**config.mk**
```make
export PLATFORM = sky130hd
export DESIGN_NAME = strm_upsizer
export DESIGN_NICKNAME = d
export VERILOG_FILES = /design/src/rtl/strm_upsizer.sv
export SDC_FILE = /design/constraint.sdc
export NUM_CORES = 1
export LEC_CHECK = 0
export CORE_MARGIN = 2
export CORE_UTILIZATION = 54
export CTS_BUF_LIST = sky130_fd_sc_hd__clkbuf_2 sky130_fd_sc_hd__clkbuf_4 sky130_fd_sc_hd__clkbuf_8
export DETAILED_ROUTE_END_ITERATION = 16
export GPL_TIMING_DRIVEN = 1
export PLACE_DENSITY = 0.87
export RECOVER_POWER = 25
export SYNTH_ARGS = -nofsm -noshare
export SYNTH_HDL_FRONTEND = slang
export SYNTH_SLANG_ARGS = --single-unit
```
**constraint.sdc**
```tcl
create_clock -name clk -period 2.7 [get_ports clk]
set_input_delay 0.81 -clock clk [delete_from_list [all_inputs] [get_ports clk]]
set_output_delay 0.81 -clock clk [all_outputs]
set_load 0.1 [all_outputs]
```
**src/rtl/strm_upsizer.sv**
```systemverilog
// strm_upsizer: packs Ratio narrow stream words into one wide registered word.
// Optional dout_keep lane mask is enabled by defining STRM_UPSIZE_KEEP_EN.
module strm_upsizer #(
  parameter int InBits    = 32,
  parameter int Ratio     = 2,
  parameter int CountBits = 16
) (
  input  logic                    clk,
  input  logic                    rst,
  input  logic                    din_valid,
  output logic                    din_ready,
  input  logic [InBits-1:0]       din_data,
  input  logic                    din_eof,
  output logic                    dout_valid,
  input  logic                    dout_ready,
  output logic [InBits*Ratio-1:0] dout_data,
  output logic                    dout_eof,
`ifdef STRM_UPSIZE_KEEP_EN
  output logic [Ratio-1:0]        dout_keep,
`endif
  output logic [CountBits-1:0]    frame_count
);

  localparam int CntW    = $clog2(Ratio);
  localparam int OutBits = InBits * Ratio;
  localparam int AccBits = (Ratio - 1) * InBits;

  logic                 r_run;
  logic [CntW-1:0]      r_cnt;
  logic [AccBits-1:0]   r_acc;
  logic [OutBits-1:0]   r_data;
  logic                 r_valid;
  logic                 r_eof;
  logic [CountBits-1:0] r_fcnt;

  logic                 w_beat;
  logic                 w_last;
  logic                 w_flush;
  logic                 w_drain;
  logic [OutBits-1:0]   w_accx;
  logic [OutBits-1:0]   w_load;

  assign din_ready = r_run && (!r_valid || dout_ready);
  assign w_beat    = din_valid && din_ready;
  assign w_last    = (r_cnt == CntW'(Ratio - 1));
  assign w_flush   = w_beat && (w_last || din_eof);
  assign w_drain   = r_valid && dout_ready;
  assign w_accx    = {{InBits{1'b0}}, r_acc};

  // Wide word: accumulated lanes below cnt, new word in lane cnt, zeros above.
  always_comb begin
    w_load = '0;
    for (int k = 0; k < Ratio; k++) begin
      if (CntW'(k) == r_cnt)
        w_load[k*InBits +: InBits] = din_data;
      else if (CntW'(k) < r_cnt)
        w_load[k*InBits +: InBits] = w_accx[k*InBits +: InBits];
    end
  end

  // Input side opens only after the first edge following reset release.
  always_ff @(posedge clk or negedge rst) begin
    if (!rst) r_run <= 1'b0;
    else      r_run <= 1'b1;
  end

  // Lane counter and accumulator; both restart after every flush.
  always_ff @(posedge clk or negedge rst) begin
    if (!rst) begin
      r_cnt <= '0;
      r_acc <= '0;
    end else if (w_flush) begin
      r_cnt <= '0;
      r_acc <= '0;
    end else if (w_beat) begin
      r_acc[r_cnt*InBits +: InBits] <= din_data;
      r_cnt <= r_cnt + CntW'(1);
    end
  end

  // Output register: a load wins over a drain so words can go back to back.
  always_ff @(posedge clk or negedge rst) begin
    if (!rst) begin
      r_valid <= 1'b0;
      r_data  <= '0;
      r_eof   <= 1'b0;
    end else if (w_flush) begin
      r_valid <= 1'b1;
      r_data  <= w_load;
      r_eof   <= din_eof;
    end else if (w_drain) begin
      r_valid <= 1'b0;
    end
  end

`ifdef STRM_UPSIZE_KEEP_EN
  logic [Ratio-1:0] r_keep;
  logic [Ratio-1:0] w_keep;

  // Lanes 0..cnt are populated by the flushing beat.
  always_comb begin
    w_keep = '0;
    for (int k = 0; k < Ratio; k++)
      w_keep[k] = (CntW'(k) <= r_cnt);
  end

  // Keep mask travels with the output word.
  always_ff @(posedge clk or negedge rst) begin
    if (!rst)         r_keep <= '0;
    else if (w_flush) r_keep <= w_keep;
  end

  assign dout_keep = r_keep;
`endif

  // Count frames as their final word leaves; wraps freely.
  always_ff @(posedge clk or negedge rst) begin
    if (!rst)                  r_fcnt <= '0;
    else if (w_drain && r_eof) r_fcnt <= r_fcnt + CountBits'(1);
  end

  assign dout_valid  = r_valid;
  assign dout_data   = r_data;
  assign dout_eof    = r_eof;
  assign frame_count = r_fcnt;

endmodule
```
# == Yosys cells after proc, flatten, opt, wreduce, memory -nomap -nowiden ==
# Index checks and enable logic that the tools add are counted.
# totals
regBits,116
input_bits,37
wordCells,33
output_inout_bits,83
# op_classes
addsub,3
magnitude_cmp,1
shift,2
n_reduce_logical,10
muxes,10
# ops
cell,n
$mux W32,5
$neg A6 Y34,1
$shift A32 B34 Y32 const A,1
$shiftx A32 B34 Y32,1
$bwmux W32,1
$add A16 B1 Y16 const B,1
$logic_and A1 B1 Y1,5
$mux W1,4
$reduce_bool A2 Y1,2
$logic_or A1 B1 Y1,2
$add A1 B1 Y1 const B,1
$logic_not A1 Y1,1
$lt A1 B1 Y1 const A,1

# == Depth between registers and ports, before layout ==
# Gate-level depths: netlist (run 1).
# depth
ltp_word,6
depth_mapped,6

# == Least setup slack after synthesis (run 1) ==
# No wires, ideal clock.
# synth_path
kind,register to output
from,"register r_valid, in the netlist dout_valid"
to,output din_ready
required_ps,1890
t_arrival_ps,1767
setup_slack_ps,123
path_stages_with_launch,3
path_cell_list,dfrtp_1 nand2b_4 and2_1
# synth_between
elab_chain_len,3
# synth_lines
item,line,text
from (decl),32,logic r_valid;
from (signal assigned),84,r_valid <= 1'b0;
from (signal assigned),88,r_valid <= 1'b1;
from (signal assigned),92,r_valid <= 1'b0;
$logic_not A1 Y1,43,assign din_ready = r_run && (!r_valid || dout_ready);
$logic_or A1 B1 Y1,43,
$logic_and A1 B1 Y1,43,
to (decl),11,"output logic din_ready,"
# No other way between the ends.

# == Worst setup path after layout (run 1) ==
# layout_path
from,input dout_ready
to,output din_ready
# layout_between
elab_chain_len,2
# layout_lines
item,line,text
from (decl),15,"input logic dout_ready,"
$logic_or A1 B1 Y1,43,
$logic_and A1 B1 Y1,43,
# No other way between the ends.

==> out/summary.md, run 1 <==
The flow ran to the end, and the final reports show no timing, DRC or antenna violations. The initial standard-cell utilization of the core is 0.5489. For the post-DP HPWL, the log shows 6700 µm. Across the VDD grid, the largest voltage drop is 814.6 µV. Data on the critical path arrives at its endpoint at 1.80 ns.

The number of placement rows is 34, and the number of synthesized register bits is 116. The tools report the sequential fraction of design power as 0.311. In this run the horizontal extent of the chip is 97.46 µm. The run gives 0.6154 as the part of the Yosys area used for sequential elements. The internal power consumption is 4002 µW.

The initial antenna violation count was 0; the routed wirelength normalized by instance count was 17.94 µm. The switching part of the total is 0.4819, and the number of fill cells in the layout is 572. The final weighted congestion of routability-driven global placement is 0.7512, and the area of the core is 8593 µm². TritonCTS built the clock tree.

The die height was 97.46 µm; the post-layout minimum cycle time was 2.606 ns. The total buffers and inverters traversed by the critical path was 2; the final worst clock skew was 0.009408 ns. Area growth from synthesis to layout: 33.18%. The start point of the critical path is dout_ready. The worst setup path is launched from an input pin. The maximum root-to-sink buffer count is 2.

The number of design-rule violations left by the first detailed-router iteration is 122. The highest achievable clock rate came out at 383.8 MHz. CTS placed an instance of sky130_fd_sc_hd__clkbuf_8 at the clock tree root.

The endpoint type of the worst setup path is a primary output. The final routed wirelength across all metal layers was 10,260 µm; the transition time of the tightest slew-check pin was 1.050 ns. The number of gates given a new drive strength after cts was 0; the max-capacitance violation count was 0. Broken down by cell family, the worst path's largest delay share belongs to buffers and inverters. In this run the tool buffered the top-level ports with 119 buffer cells. The share of layout cells above drive strength 1 is 0.4353. The number of sinks handled by clock tree synthesis is 116. The maximum number of pins on one net before global-route repair is 44.

Setup repair after global routing left no endpoint under its margin. Number of library cell types mapped by synthesis: 31. The aggregate global-route resource usage is 0.2306, and the static leakage is 0.003087 µW. The average instance area after synthesis was 14.74 µm².

The post-route fraction of the period consumed by the critical path works out to 0.9650. The floorplan step defined a die boundary enclosing 9498 µm². Post-CTS timing repair inserted 0 buffers for setup. The tools report the detailed-router iteration count before antenna repair as 4. Part of the power in combinational logic: 0.470. The setup TNS was 0 ns; the number of buffers created by CTS was 17.

The hold buffer count at cts is 0. The total DRC errors in the routed layout is 0, and the number of pins with negative max-slew slack in the final report is 0. Area used by sequential logic in the layout: 2904 µm².

The final count of negative-setup-slack endpoints was 0; the critical path's largest stage delay was 0.49 ns. For the share of power burned in the clock network, the log shows 0.219. The launch instance of the worst register-to-register path is r_cnt$_DFFE_PN0P_.

The final route contains 3,228 vias. The logs give 6282 µm² for the final design instance area without fill and 358 for the net count of the mapped netlist. Along the worst path, the maximum fanout reaches 4. The tools report the placed standard-cell area as 5874 µm². The repair_antennas step left the layout with diodes totalling 0. The tools report the number of global-route vias before repair as 3,372.

Synthesis handed over a netlist of 320 instances. Origin of the worst min-delay path: frame_count[15]$_DFFE_PN0P_. The critical path is of the in -> out type. The final layout net count was 489. The power per unit of standard cell area is 1230 nW/µm².

Clock-pin slew was measured on the worst setup and hold paths at 0.07 ns. The tools report the normalized max-slew margin as 0.3000. Traced cell by cell, the critical path runs through clkdlybuf4s50_1 -> nand2b_4 -> and2_1 -> buf_12. The summed instance area of the synthesized netlist is 4717 µm². The count of pins on the block boundary was 120; the maximum level of the CTS H-tree was 4. The later pin in the worst-skew pair is clocked with a latency of 0.41 ns. For the reported net switching power, the log shows 3722 µW.

The area of the multi-input gates was 1708 µm²; the number of warnings reported in the yosys synthesis log was 0. The largest individual stage delay along the critical path comes from the cell sky130_fd_sc_hd__clkdlybuf4s50_1. The post-route antenna net violation count was 0. The class of the most critical hold timing path was reg -> reg.

In the routed layout, each cell is associated on average with a via count of 5.643. For the count of endpoints failing hold in the final timing report, the log shows 0. Required time of the worst setup path: 1.89 ns. The first global-routing pass estimated 17,350 µm of wire.

Sum of overflow across all layers after global routing: 0.
[final cells by class]
class / instances / share of cell area
timing repair buffer: 132 / 0.1743
clock inverter: 9 / 0.01992
inverter: 3 / 0.001792
clock buffer: 23 / 0.04840
tap: 108 / 0.02151
sequential: 116 / 0.4623
multi-input combinational: 181 / 0.2719
[power groups by stage]
stage                     sequential [µW]  clock, µW  combinational [µW]
final                                2400       1690                3630
after global routing                 2450       1820                3730
after CTS                            2400       1740                3650
after detailed placement             2430          0                3640
after global placement               2410          0                3600
after floorplan                      4650          0                 589
[layout by cell type, fill, tap and decap left out, types with 5 or more instances in the layout]
cell type,count
sky130_fd_sc_hd__mux2_4,6
sky130_fd_sc_hd__clkbuf_8,21
sky130_fd_sc_hd__nand4_1,5
sky130_fd_sc_hd__a22o_1,64
sky130_fd_sc_hd__buf_4,92
sky130_fd_sc_hd__clkdlybuf4s50_1,35
sky130_fd_sc_hd__mux2_2,59
sky130_fd_sc_hd__xnor2_1,12
sky130_fd_sc_hd__nand2_1,7
sky130_fd_sc_hd__dfrtp_1,115
[worst reg2reg max path, delay by kind of cell (launching register included)]
family / cells / cell delay, ns
flops: 1 / 0.72
compound gates: 1 / 0.32
mux: 1 / 0.37
buf+inv: 1 / 0.29
[worst paths after layout]
path                                          endpoint  slack, ns  cells past startpoint
max                                          din_ready       0.09                      4
min                        frame_count[15]$_DFFE_PN0P_       0.47                      1
max reg2reg                   dout_data[5]$_DFFE_PN0P_       0.89                      3
min reg2reg                frame_count[15]$_DFFE_PN0P_       0.47                      1
max in group asynchronous            r_cnt$_DFFE_PN0P_       0.49                      2
min in group asynchronous  frame_count[13]$_DFFE_PN0P_       0.55                      1
[synth_stat cells]
cell / instances / area share
sky130_fd_sc_hd__dfrtp_1: 116 / 0.62
sky130_fd_sc_hd__a22o_1: 64 / 0.12
sky130_fd_sc_hd__mux2_2: 59 / 0.14
sky130_fd_sc_hd__buf_2: 12 / 0.013
sky130_fd_sc_hd__xnor2_1: 12 / 0.022
sky130_fd_sc_hd__nand2_1: 7 / 0.0056
sky130_fd_sc_hd__mux2_4: 6 / 0.019
sky130_fd_sc_hd__clkbuf_1: 5 / 0.0040
sky130_fd_sc_hd__nand4_1: 5 / 0.0066
sky130_fd_sc_hd__nand3_1: 4 / 0.0042
sky130_fd_sc_hd__and3_1: 3 / 0.0040
sky130_fd_sc_hd__inv_1: 3 / 0.0024
sky130_fd_sc_hd__xor2_1: 3 / 0.0056
sky130_fd_sc_hd__and4_1: 2 / 0.0037
sky130_fd_sc_hd__buf_6: 2 / 0.0048
sky130_fd_sc_hd__nor2_1: 2 / 0.0016
sky130_fd_sc_hd__a21boi_0: 1 / 0.0016
sky130_fd_sc_hd__and2_1: 1 / 0.0013
sky130_fd_sc_hd__buf_4: 1 / 0.0016
sky130_fd_sc_hd__conb_1: 1 / 0.00079
sky130_fd_sc_hd__ha_1: 1 / 0.0027
sky130_fd_sc_hd__nand2b_4: 1 / 0.0029
sky130_fd_sc_hd__nand3_2: 1 / 0.0021
sky130_fd_sc_hd__nor2_2: 1 / 0.0013
sky130_fd_sc_hd__nor3_1: 1 / 0.0011
sky130_fd_sc_hd__nor3_2: 1 / 0.0021
sky130_fd_sc_hd__nor3_4: 1 / 0.0034
sky130_fd_sc_hd__nor4b_2: 1 / 0.0032
sky130_fd_sc_hd__o21ai_0: 1 / 0.0011
sky130_fd_sc_hd__o21ai_2: 1 / 0.0019
sky130_fd_sc_hd__or2_2: 1 / 0.0013
[metal layers]
metal	global-route usage	vias up	part of all wire
met5	0	-	0
met4	0.09615	0	0.012
met3	0.06331	12	0.053
met2	0.3613	104	0.49
met1	0.3063	1656	0.44
li1	-	1456	-
[metrics by stage]
step / cells / hold slack, ns / util / setup WS (ns) / total power [µW]
floorplan: 320 / 0.4672 / - / 0.1233 / 5237
global placement: 540 / 0.4582 / 0.6836 / 0.1084 / 6007
detailed placement: 540 / 0.4610 / 0.6836 / 0.1011 / 6070
CTS: 572 / 0.3598 / 0.7335 / 0.09129 / 7790
global route: 572 / 0.5074 / 0.7311 / 0.06812 / 7992
finish: 572 / 0.4685 / 0.7311 / 0.09444 / 7724
[kinds of logic after synthesis]
group | count (synthesis) | share of synthesized area
simple gates | 32 | 0.04457
mux | 65 | 0.1599
compound gates | 67 | 0.1233
flops | 116 | 0.6154
buf+inv | 23 | 0.02547
xor+xnor | 15 | 0.02785
other cells | 1 | 0.0007950
fa+ha+maj | 1 | 0.002652
[state kept, by name (all words and copies together) (netlist names)]
register and flops:
dout_data 64, dout_eof 1, dout_valid 1, frame_count 16, r_acc 32, r_cnt 1
r_run 1
Power figures use the tool's default switching activity.
==> inputs of run 2 (changes only) <==
Settings changed: SETUP_SLACK_MARGIN from default to 0.2.
==> run 2 against run 1 <==
  * The run now ends with capacitance limit, slew limit left
  * Sequential power hardly changed
  * Critical path depth stayed put
  * Clock skew is 0.0010 ns higher
  * Register-to-register slack worse by 0.05 ns
  * Clock power shrank 12%
  * Core utilization decreased by 0.22 points
  * Worst hold slack better by 0.0077 ns
  * Cell area fell by 0.30%
  * Sequential share of layout area rose by 0.14 points
  * Die area is the same
  * Combinational power about the same
  * Non-clock buffer count shrank 1
  * Critical path type unchanged
==> out/summary.md, run 2 (same netlist as run 1, synthesis figures left out) <==
The startpoint identified for the worst hold timing path is frame_count[15]$_DFFE_PN0P_. The initial antenna violation count came out at 0 (unchanged). The run gives 10,290 µm (+0.22%) as the final routed wirelength across all metal layers. The initial standard-cell utilization of the core was 0.5489 (unchanged). The top cell types in the final layout, fill and taps aside, are sky130_fd_sc_hd__dfrtp_1, sky130_fd_sc_hd__buf_4, sky130_fd_sc_hd__a22o_1. The number of pins with negative max-slew slack in the final report is 33 (+33). The critical path's slowest cell is sky130_fd_sc_hd__dlygate4sd2_1. Number of fill cells in the layout: 579 (+1.2%). The post-detailed-route via-to-cell ratio was 5.681 (+0.67%); the number of flip-flops in the largest register was 64 (unchanged).

The detailed-router iteration count before antenna repair was 4 (unchanged). The setup path with the least slack is of type in -> out. Launch instance of the worst register-to-register path: r_cnt$_DFFE_PN0P_. The number of sinks handled by clock tree synthesis came out at 116 (unchanged). For the overall power consumption, the log shows 7527 µW (-2.6%). The maximum number of pins on one net before global-route repair was 49 (+11%).

The post-route fraction of the period consumed by the critical path is 0.8649 (-0.1001), and the worst hold slack is 0.4762 ns (+0.007709 ns). Relative to the synthesized area, the layout overhead comes to 32.79%. The tools report the cell count after placement as 538 (-0.37%). STA classifies the critical path endpoint as a primary output. The maximum level of the CTS H-tree was 4 (unchanged). The share of layout cells above drive strength 1 is 0.4363 (+0.0009403), and the transition time of the tightest slew-check pin is 1.801 ns (+0.7513 ns). The tools report the clock root buffer as sky130_fd_sc_hd__clkbuf_8.

The number of buffers created by CTS was 17 (unchanged); the normalized max-slew margin was -0.2009 (-0.5009). The routed wirelength normalized by instance count is 18.02 µm (+0.40%). The critical path goes through dlygate4sd2_1 -> nand2b_4 -> and2_4 -> buf_12. For the count of vias placed by the detailed router, the log shows 3,244 (+0.50%).

The critical path starts at dout_ready. For the area of the multi-input gates, the log shows 1715 µm² (+0.44%). For the final weighted congestion of routability-driven global placement, the log shows 0.7559 (+0.63%). The final layout net count was 488 (-0.20%).

Total inserted antenna cells: 0 (unchanged). TritonCTS built the clock tree. The kind of cell with the highest combined delay along the critical path is buffers and inverters. The run gives 9498 µm² (unchanged) as the floorplan die area. The final count of negative-setup-slack endpoints came out at 0 (unchanged).

The global-route wire length before repair is 16,910 µm (-2.5%). The final worst clock skew was 0.01046 ns (+0.001047 ns); the total buffers and inverters traversed by the critical path was 2 (unchanged). The number of placement rows was 34 (unchanged). The logs give 0 (unchanged) for the sum of overflow across all layers after global routing and 2 (unchanged) for the maximum root-to-sink buffer count. The placed standard-cell area was 5891 µm² (+0.28%). Setup repair after global routing left no endpoint under its margin.

The run gives 0.42 ns (about the same) as the clock insertion delay at the later pin of the skew report. The number of design-rule violations left by the first detailed-router iteration is 126 (+3.3%), and the post-route antenna net violation count is 0 (unchanged). The run gives 571 (-0.17%) as the final instance count without filler cells.

The logs give 6264 µm² (-0.30%) for the final design instance area without fill and 428.2 MHz (+12%) for the highest achievable clock rate. The tools report the type of origin of the critical path as an input pin. The power per unit of standard cell area works out to 1202 nW/µm² (-2.3%). For the count of endpoints failing hold in the final timing report, the log shows 0 (unchanged). The tools report the count of pins on the block boundary as 120 (unchanged).

The setup TNS was 0 ns (unchanged). The critical path's largest stage delay is 0.24 ns (-0.25 ns). The overall die width came out at 97.46 µm (unchanged). The number of global-route vias before repair is 3,320 (-1.5%). The run finished, with violations left. The required time of the worst setup path was 1.89 ns (about the same); the total DRC errors in the routed layout was 0 (unchanged). The max-capacitance violation count came out at 1 (+1). The static leakage was 0.003066 µW (-0.66%). The clock-pin transition on the worst setup and hold timing paths was 0.07 ns (about the same).

The post-layout minimum cycle time came out at 2.335 ns (-0.2703 ns). The number of input and output port buffers inserted was 119 (unchanged). The hold buffer count at cts was 0 (unchanged). The worst vdd rail ir drop is 849.4 µV (+4.3%), and the aggregate global-route resource usage is 0.2260 (-0.004618).

The area used by sequential logic in the layout came out at 2904 µm² (unchanged). The class of the most critical hold timing path is reg -> reg. The largest fanout on the critical path works out to 2 (-2). The die height was 97.46 µm (unchanged); the area of the core was 8593 µm² (unchanged). The checks that failed: capacitance limit, slew limit. The post-DP HPWL is 6729 µm (+0.42%). The library cell used most frequently in the layout, excluding fill and tap cells, is sky130_fd_sc_hd__dfrtp_1.

The worst path arrival time was 1.53 ns (-0.27 ns).
-- run 2: final cells by class --
cell class	count	area share
multi-input cells	181	0.2739
inverters	3	0.001798
flip-flops and latches	116	0.4636
clock buffers	23	0.04654
repair buffers	131	0.1798
clock inverters	9	0.01278
well taps	108	0.02157
-- run 2: path summary, 6_finish.rpt --
check,endpoint,slack (ns),cells after the start
setup / recovery,din_ready,0.36,4
hold / removal,frame_count[15]$_DFFE_PN0P_,0.48,1
setup reg to reg,dout_data[34]$_DFFE_PN0P_,0.84,4
hold reg to reg,frame_count[15]$_DFFE_PN0P_,0.48,1
max in group asynchronous,r_acc[25]$_DFFE_PN0P_,0.57,2
min in group asynchronous,frame_count[8]$_DFFE_PN0P_,0.87,1
-- run 2: routing by layer --
metal  global-route usage  share of wire  vias up
met5                    0              0        -
met4              0.08654          0.012        0
met3              0.05324          0.053       13
met2               0.3565           0.49       98
met1               0.3073           0.44     1682
li1                     -              -     1451
-- run 2: worst reg2reg max path: stages (launching register included) --
cell and delay [ns]:
sky130_fd_sc_hd__dfrtp_2 0.96, sky130_fd_sc_hd__inv_1 0.21, sky130_fd_sc_hd__nor2_4 0.15, sky130_fd_sc_hd__buf_4 0.28, sky130_fd_sc_hd__a22o_1 0.19
-- run 2: what timing repair did --
item	CTS	global route
setup endpoints to repair	1	0
resized for setup	2	0
buffers inserted	1	0
-- run 2: metrics by stage --
step / utilization / setup slack (ns)
3_3_place_gp: 0.6855 / 0.1235
5_1_grt: 0.7289 / 0.2149
6_report: 0.7289 / 0.3648
4_1_cts: 0.7296 / 0.3627
3_5_place_dp: 0.6855 / 0.1049
2_1_floorplan: - / 0.4087
-- run 2: report_power, final --
group	switching (µW)	internal [µW]
registers	298	2110
logic	2760	871
clock network	675	810
total	3730	3790
==> inputs of run 3 (changes only) <==
Settings changed: CAP_MARGIN from default to 20.
==> results of run 3 <==
No change in the layout: final DEF, timing and power equal those of run 2.
